### config.mk
export PLATFORM = sky130hd
export DESIGN_NAME = mux_scan_seq
export DESIGN_NICKNAME = d
export VERILOG_FILES = /design/src/rtl/mux_pkg.sv /design/src/rtl/mux_next_ch.sv /design/src/rtl/mux_scan_seq.sv
export SDC_FILE = /design/constraint.sdc
export NUM_CORES = 1
export LEC_CHECK = 0
export BUFFER_PORTS_ARGS = -buffer_cell sky130_fd_sc_hd__buf_2
export CAP_MARGIN = 10
export CELL_PAD_IN_SITES_DETAIL_PLACEMENT = 0
export CELL_PAD_IN_SITES_GLOBAL_PLACEMENT = 1
export CORE_ASPECT_RATIO = 0.7
export CORE_UTILIZATION = 48
export DETAILED_ROUTE_END_ITERATION = 7
export PLACE_DENSITY_LB_ADDON = 0.1
export SYNTH_ARGS = -nofsm -noshare
export SYNTH_HDL_FRONTEND = slang
export SYNTH_HIERARCHICAL = 1
export SYNTH_SLANG_ARGS = --single-unit
### constraint.sdc
create_clock -name clk -period 5.3 [get_ports clk]
set_clock_uncertainty 0.1 [all_clocks]
set_input_delay 0.265 -clock clk [delete_from_list [all_inputs] [get_ports clk]]
set_output_delay 0.265 -clock clk [all_outputs]
set_load 0.02 [all_outputs]
### src/rtl/mux_pkg.sv
// rtl/mux_pkg.sv - shared constants, state type and helpers for the 8:1 mux scan sequencer
package mux_pkg;

  localparam int NCH   = 8;
  localparam int SEL_W = 3;

  // Prefixed so the enum never collides with the SETTLE timing parameter.
  typedef enum logic [1:0] {
    S_IDLE   = 2'd0,
    S_SETTLE = 2'd1,
    S_OUTPUT = 2'd2
  } state_t;

  function automatic logic [SEL_W-1:0] lowest_set(input logic [NCH-1:0] mask);
    logic [SEL_W-1:0] idx;
    idx = '0;
    for (int i = NCH - 1; i >= 0; i--) begin
      if (mask[i]) idx = SEL_W'(i);
    end
    return idx;
  endfunction

endpackage

### src/rtl/mux_next_ch.sv
// rtl/mux_next_ch.sv - finds the next enabled channel above the current one
module mux_next_ch
  import mux_pkg::*;
(
  input  logic [NCH-1:0]   en_q,
  input  logic [SEL_W-1:0] cur_ch,
  output logic [SEL_W-1:0] nxt_ch,
  output logic             nxt_vld
);

  // Descending walk so the lowest qualifying index is the one left standing.
  always_comb begin
    nxt_ch  = '0;
    nxt_vld = 1'b0;
    for (int i = NCH - 1; i >= 0; i--) begin
      if (en_q[i] && (i > int'(cur_ch))) begin
        nxt_ch  = SEL_W'(i);
        nxt_vld = 1'b1;
      end
    end
  end

endmodule

### src/rtl/mux_scan_seq.sv
// rtl/mux_scan_seq.sv - walks enabled mux channels, samples y after a settle window, emits 8-bit frames
module mux_scan_seq
  import mux_pkg::*;
#(
  parameter int SETTLE = 2,
  parameter int CNT_W  = 4
) (
  input  logic           clk,
  input  logic           rst_n,
  input  logic           start,
  input  logic           continuous,
  input  logic [NCH-1:0] ch_en,
  input  logic           y,
  output logic           s2,
  output logic           s1,
  output logic           s0,
  output logic           busy,
  output logic [NCH-1:0] frame,
  output logic           frame_valid,
  input  logic           frame_ready
);

  state_t           state;
  state_t           state_d;
  logic [NCH-1:0]   en_q;
  logic [NCH-1:0]   acc;
  logic [NCH-1:0]   acc_merged;
  logic [SEL_W-1:0] cur_ch;
  logic [CNT_W-1:0] cnt;
  logic [SEL_W-1:0] nxt_ch;
  logic             nxt_vld;
  logic             settle_done;
  logic             handshake;
  logic             load;

  mux_next_ch u_next_ch (
    .en_q    (en_q),
    .cur_ch  (cur_ch),
    .nxt_ch  (nxt_ch),
    .nxt_vld (nxt_vld)
  );

  always_ff @(posedge clk or negedge rst_n) begin
    if (!rst_n) state <= S_IDLE;
    else        state <= state_d;
  end

  // A scan load happens either from IDLE or back-to-back on a continuous handshake.
  always_comb begin
    settle_done = (state == S_SETTLE) && (cnt == CNT_W'(SETTLE - 1));
    handshake   = (state == S_OUTPUT) && frame_valid && frame_ready;
    load        = (|ch_en) && (((state == S_IDLE) && start) || (handshake && continuous));
    acc_merged         = acc;
    acc_merged[cur_ch] = y;
    state_d = state;
    case (state)
      S_IDLE:   if (load) state_d = S_SETTLE;
      S_SETTLE: if (settle_done && !nxt_vld) state_d = S_OUTPUT;
      S_OUTPUT: if (handshake) state_d = load ? S_SETTLE : S_IDLE;
      default:  state_d = S_IDLE;
    endcase
  end

  always_ff @(posedge clk or negedge rst_n) begin
    if (!rst_n) begin
      en_q        <= '0;
      acc         <= '0;
      cur_ch      <= '0;
      cnt         <= '0;
      busy        <= 1'b0;
      frame       <= '0;
      frame_valid <= 1'b0;
    end else begin
      busy <= (state_d != S_IDLE);
      if (handshake) frame_valid <= 1'b0;
      if (load) begin
        en_q   <= ch_en;
        acc    <= '0;
        cur_ch <= lowest_set(ch_en);
        cnt    <= '0;
      end else if (state == S_SETTLE) begin
        if (settle_done) begin
          acc <= acc_merged;
          cnt <= '0;
          if (nxt_vld) begin
            cur_ch <= nxt_ch;
          end else begin
            frame       <= acc_merged;
            frame_valid <= 1'b1;
          end
        end else begin
          cnt <= cnt + 1'b1;
        end
      end
    end
  end

  assign s2 = cur_ch[2];
  assign s1 = cur_ch[1];
  assign s0 = cur_ch[0];

endmodule

* Word-level counts from Yosys, hierarchy flattened
Index checks and enable logic that the tools add are counted.
** Operators by class
- $add $sub $neg :: 1
- Magnitude comparators :: 9
- Equality and inequality tests :: 3
- Muxes and demuxes :: 45
- Bitwise gates (word level) :: 2
- Reduce and logical (&&, ||, !) cells :: 26
** Operator list (number)
- 3-bit two-way mux :: 19
- 8-bit two-way mux :: 3
- 1-bit logical AND :: 15
- 1-bit two-way mux :: 14
- 3-bit > comparator (first input constant) :: 4
- 4-bit two-way mux :: 3
- 8-bit bitwise mux :: 1
- 2-bit nonzero test :: 4
- 8-bit OR reduction :: 1
- 2-bit by 3-bit > comparator with 1-bit output (first input constant) :: 2
- 2-bit two-way mux :: 3
- 2-bit case mux with 3 select lines :: 1
- 4-bit by 1-bit adder with 4-bit output (second input constant) :: 1
- 4-bit by 1-bit equality test with 1-bit output (second input constant) :: 1
- 3-bit by 4-bit less-than comparator with 1-bit output (second input constant) :: 1
- 4-bit AND reduction :: 1
- 1-bit demux with 3-bit select :: 1
- 3-bit by 1-bit greater-or-equal comparator with 1-bit output (second input constant) :: 1
- 1-bit by 3-bit > comparator with 1-bit output (first input constant) :: 1
- 3-bit AND reduction :: 1
- 2-bit by 1-bit equality test with 1-bit output (second input constant) :: 1
- 2-bit equality test (second input constant) :: 1
- 2-bit logical NOT :: 1
- 1-bit NOT :: 2
- other kinds (3) :: 3
** Storage, ports and cells
- Bits in registers :: 35
- Input port bits :: 14
- Logic and storage cells :: 94

* Depth between registers and ports, before layout
- Depth after elaboration :: 14
- Depth in mapped cells :: 9

* Hierarchy
Netlist, hierarchy kept.
** Modules (own cells, without submodules)
- mux_scan_seq :: instances 1, cells an instance 163, area each 1778.0 um^2, sequential area each 875.8 um^2
- mux_next_ch :: instances 1, cells an instance 28, area each 168.9 um^2, sequential area each 0.0 um^2

* Worst setup path after synthesis
Ideal clock, no wire load.
- Path type :: reg2reg
- Start :: register cur_ch[1]
- End :: register frame[7]
- Library setup time :: 0.125 ns
- Arrival time :: 2.036 ns
- Path slack :: 3.039 ns
- Stages on the path, launching flop included :: 8
- Buffers on the path :: 1
- Clock period less this slack :: 2.261 ns
- Path through :: dfrtp_1 -> inv_2 -> o32a_1 -> nor2b_1 -> nand2b_1 -> and3b_2 -> buf_4 -> mux2_2
** Between the ends
- Cells in the longest elaborated chain, start to end :: 11
- Elaborated cells between the ends (all ways) :: 29
** Ends and longest elaborated chain
- start, declared :: RTL line mux_scan_seq.sv:28 : logic [SEL_W-1:0] cur_ch;
- start signal, assigned :: RTL line mux_scan_seq.sv:79 : cur_ch <= lowest_set(ch_en);
- start signal, assigned :: RTL line mux_scan_seq.sv:86 : cur_ch <= nxt_ch;
- 3-bit > comparator :: RTL line mux_next_ch.sv:16 : if (en_q[i] && (i > int'(cur_ch))) begin
- 1-bit logical AND :: RTL line mux_next_ch.sv:16
- 1-bit two-way mux (6 in series) :: RTL line mux_next_ch.sv:16
- 1-bit two-way mux * :: RTL line mux_next_ch.sv:16
- net nxt_vld :: RTL line mux_scan_seq.sv:31 : logic nxt_vld;
- 1-bit NOT (no source line) *
- 4-bit AND reduction (no source line) *
- end signal, assigned :: RTL line mux_scan_seq.sv:88 : frame <= acc_merged;
- end, declared :: RTL line mux_scan_seq.sv:18 : output logic [NCH-1:0] frame,
The timed path passes the listed nets; every way through them passes the cells marked *.
A chain may end at the register's enable or synchronous reset.

* Worst setup path in the final report
- Start :: register cur_ch[2]
- End :: register frame[7]
Same word-level chain as after synthesis.

==> flow_summary.yaml <==
detailed_routing:
  post_drt_via_cell_ratio: 5.636
  first_iter_violations: 109
  detail_route.wirelength_mm: 3.994
  first_pass_iters: 4
  drc_errors: 0
  postRouteAntennaNets: 0
  via_count: 1488
  drt-wirelength-per-cell_um: 15.13
pwr:
  power_frac_seq_pct: 37.7
  internal_power_w: 0.0007826
  switching_share_pct: 43.19
  design_power_total_w: 0.001378
  powerDensity_mw_per_mm2: 643.5
  net-switching-power_w: 0.0005950
  p_leak_nw: 0.9809
  irDropWorstVdd_mv: 0.3176
  p_comb_share_pct: 48.0
  clock_power_share_pct: 14.4
setup_path:
  number_of_buffer_and_inverter_instances_along_the_worst_setup_path: 1
  endpoint_kind: "flop"
  crit_path_cell_trace: "inv_2 -> o32a_1 -> nor2b_1 -> nand2b_1 -> and3b_2 -> mux2_2"
  critPathTopFamily: "simple AND/OR/NAND/NOR gates"
  critPathRequiredTime_ns: 5.37
  critPathArrivalTime_ns: 2.65
  critPathMaxStageDelay_ns: 0.67
  cpMaxStageDelayCell: "sky130_fd_sc_hd__dfrtp_1"
  critPathMaxFanout: 19
  critical_path.startpoint_type: "flop"
  critPathKind: "reg2reg"
sta:
  timing.final.crit_period_ns: 2.581
  timing.setup.tns_ns: 0
  final_max_slew_viol_count: 0
  finalCritPeriodShare_pct: 48.69
  timing.final.setup_violations: 0
  slew-limit-headroom_pct: 47.42
  worst_slew_pin_slew_ns: 0.7886
  max_freq_mhz: 387.5
  hold_viol: 0
  rsz0062_at_grt: "no"
clock_network:
  cts.repair.resized: 0
  numCtsBuffers: 5
  clk_lat_worst_skew_ns: 0.29
  cts_sinks: 34
  cts-htree-levels: 2
  cts_tree: "done"
  cts.path.max_buffers: 2
  clockRootBuffer: "sky130_fd_sc_hd__clkbuf_8"
  clk_transition_reported_paths_ns: 0.07
global_route:
  grt_overflow_total: 0
  antenna_found_initial: 0
  grt_pass1_vias: 1377
  grt_first_pass_wirelength_mm: 6.520
  track_usage_pct: 20.79
  grt_max_degree: 35
placement:
  globalplace.congestion: 0.7689
  post-dp-hpwl_mm: 2.734
  placed_cells_incl_taps: 255
  placed_area_mm2: 0.002036
  port-buffer-count: 26
cells_and_area:
  final_design_area_no_fill_mm2: 0.002141
  finalCoreUtilization_pct: 58.32
  finalNonFillerCells: 264
  final_nets: 229
  antenna_cells_inserted: 0
  layout-drive-gt1-share_pct: 26.17
  syn2layout_area_growth_pct: 12.05
die:
  dieHeight_um: 54.79
  die-area_mm2: 0.004241
  die_w_um: 77.41
  io-pin-count: 27
  initial_util_pct: 52.04
  core.rowCount: 18
  core_area_mm2: 0.003671
logic_synthesis:
  syn-cell-area_mm2: 0.001911
  synth-warning-count: 6
  synth_nets: 205
  postSynthAreaPerCell_um2: 10.11
  gate_count_post_synth: 189
outcome:
  run_status: "finished clean"
flow_run:
  cap_viol_max_count: 0
hold_path:
  hold_removal_path_class: "in2reg"
==> state kept, by name, indices dropped and copies added, names as in the netlist <==
signal and count:
busy 1, state 2, cnt 4, frame 8
cur_ch 3, frame_valid 1, en_q 7, acc 8
==> power by group through the flow <==
stage | clock [W] | combinational [W] | sequential, W
detailed placement | 0 | 0.000655 | 0.000521
global placement | 0 | 0.000647 | 0.000508
global route | 0.000217 | 0.000726 | 0.000542
floorplan | 0 | 0.000518 | 0.000524
finish | 0.000198 | 0.000661 | 0.000519
CTS | 0.000205 | 0.000660 | 0.000515
==> cell usage in the layout, fill, tap and decap left out, types with 3 or more instances in the layout <==
cell type / count
sky130_fd_sc_hd__clkbuf_8: 6
sky130_fd_sc_hd__inv_1: 3
sky130_fd_sc_hd__a21oi_1: 17
sky130_fd_sc_hd__nor3_1: 4
sky130_fd_sc_hd__o21ai_0: 4
sky130_fd_sc_hd__a211oi_1: 5
sky130_fd_sc_hd__mux2_2: 11
sky130_fd_sc_hd__nor2b_1: 7
sky130_fd_sc_hd__nor2_1: 24
sky130_fd_sc_hd__nand2b_1: 3
sky130_fd_sc_hd__nor3b_1: 3
sky130_fd_sc_hd__nand2_1: 7
sky130_fd_sc_hd__nand3_1: 6
sky130_fd_sc_hd__buf_2: 26
sky130_fd_sc_hd__mux2i_1: 13
sky130_fd_sc_hd__dfrtp_1: 34
sky130_fd_sc_hd__nand4_1: 4
==> per-stage QoR <==
| step | hold slack (ns) | worst slack, ns |
|---|---|---|
| finish | 0.1475 | 2.719 |
| global route | 0.1515 | 2.610 |
| CTS | 0.1381 | 2.761 |
| detailed placement | 0.2882 | 2.779 |
| global placement | 0.2649 | 2.852 |
| floorplan | -0.1306 | 3.039 |
==> layout make-up <==
type,count,area (µm²)
fillers,321,1530
repair buffers,28,147.6
clock inverters,2,12.51
well taps,50,62.56
inverters,5,18.77
multi-input cells,139,965.9
clock buffers,6,82.58
flip-flops and latches,34,850.8
==> worst paths after layout <==
check | cells after the start | slack (ns) | endpoint | start
max | 6 | 2.72 | frame[7] | cur_ch[2]
min reg2reg | 2 | 0.42 | acc[2] | acc[2]
min in group asynchronous | 2 | 0.50 | state[1] | rst_n
max in group asynchronous | 2 | 4.10 | acc[6] | rst_n
max reg2reg | 6 | 2.72 | frame[7] | cur_ch[2]
min | 2 | 0.15 | en_q[7] | ch_en[7]
==> routing by layer <==
layer  GRT usage, %  vias to the layer above  share of wire, %
met2          32.74                       38                43
met1          27.15                      710                51
li1               -                      728                 -
met3          5.167                       12               4.3
met4          10.69                        0               1.9
met5              0                        -                 0
==> repair_timing <==
action	in CTS	in global routing
hold buffers	1	0
buffers inserted	0	0
endpoints found under the hold margin	34	0
==> worst register-to-register path, stage by stage, from the launching register on <==
cell and delay [ns]:
sky130_fd_sc_hd__dfrtp_1 0.67, sky130_fd_sc_hd__inv_2 0.13, sky130_fd_sc_hd__o32a_1 0.38, sky130_fd_sc_hd__nor2b_1 0.17, sky130_fd_sc_hd__nand2b_1 0.15, sky130_fd_sc_hd__and3b_2 0.49
sky130_fd_sc_hd__mux2_2 0.38
Power figures use the tool's default switching activity.
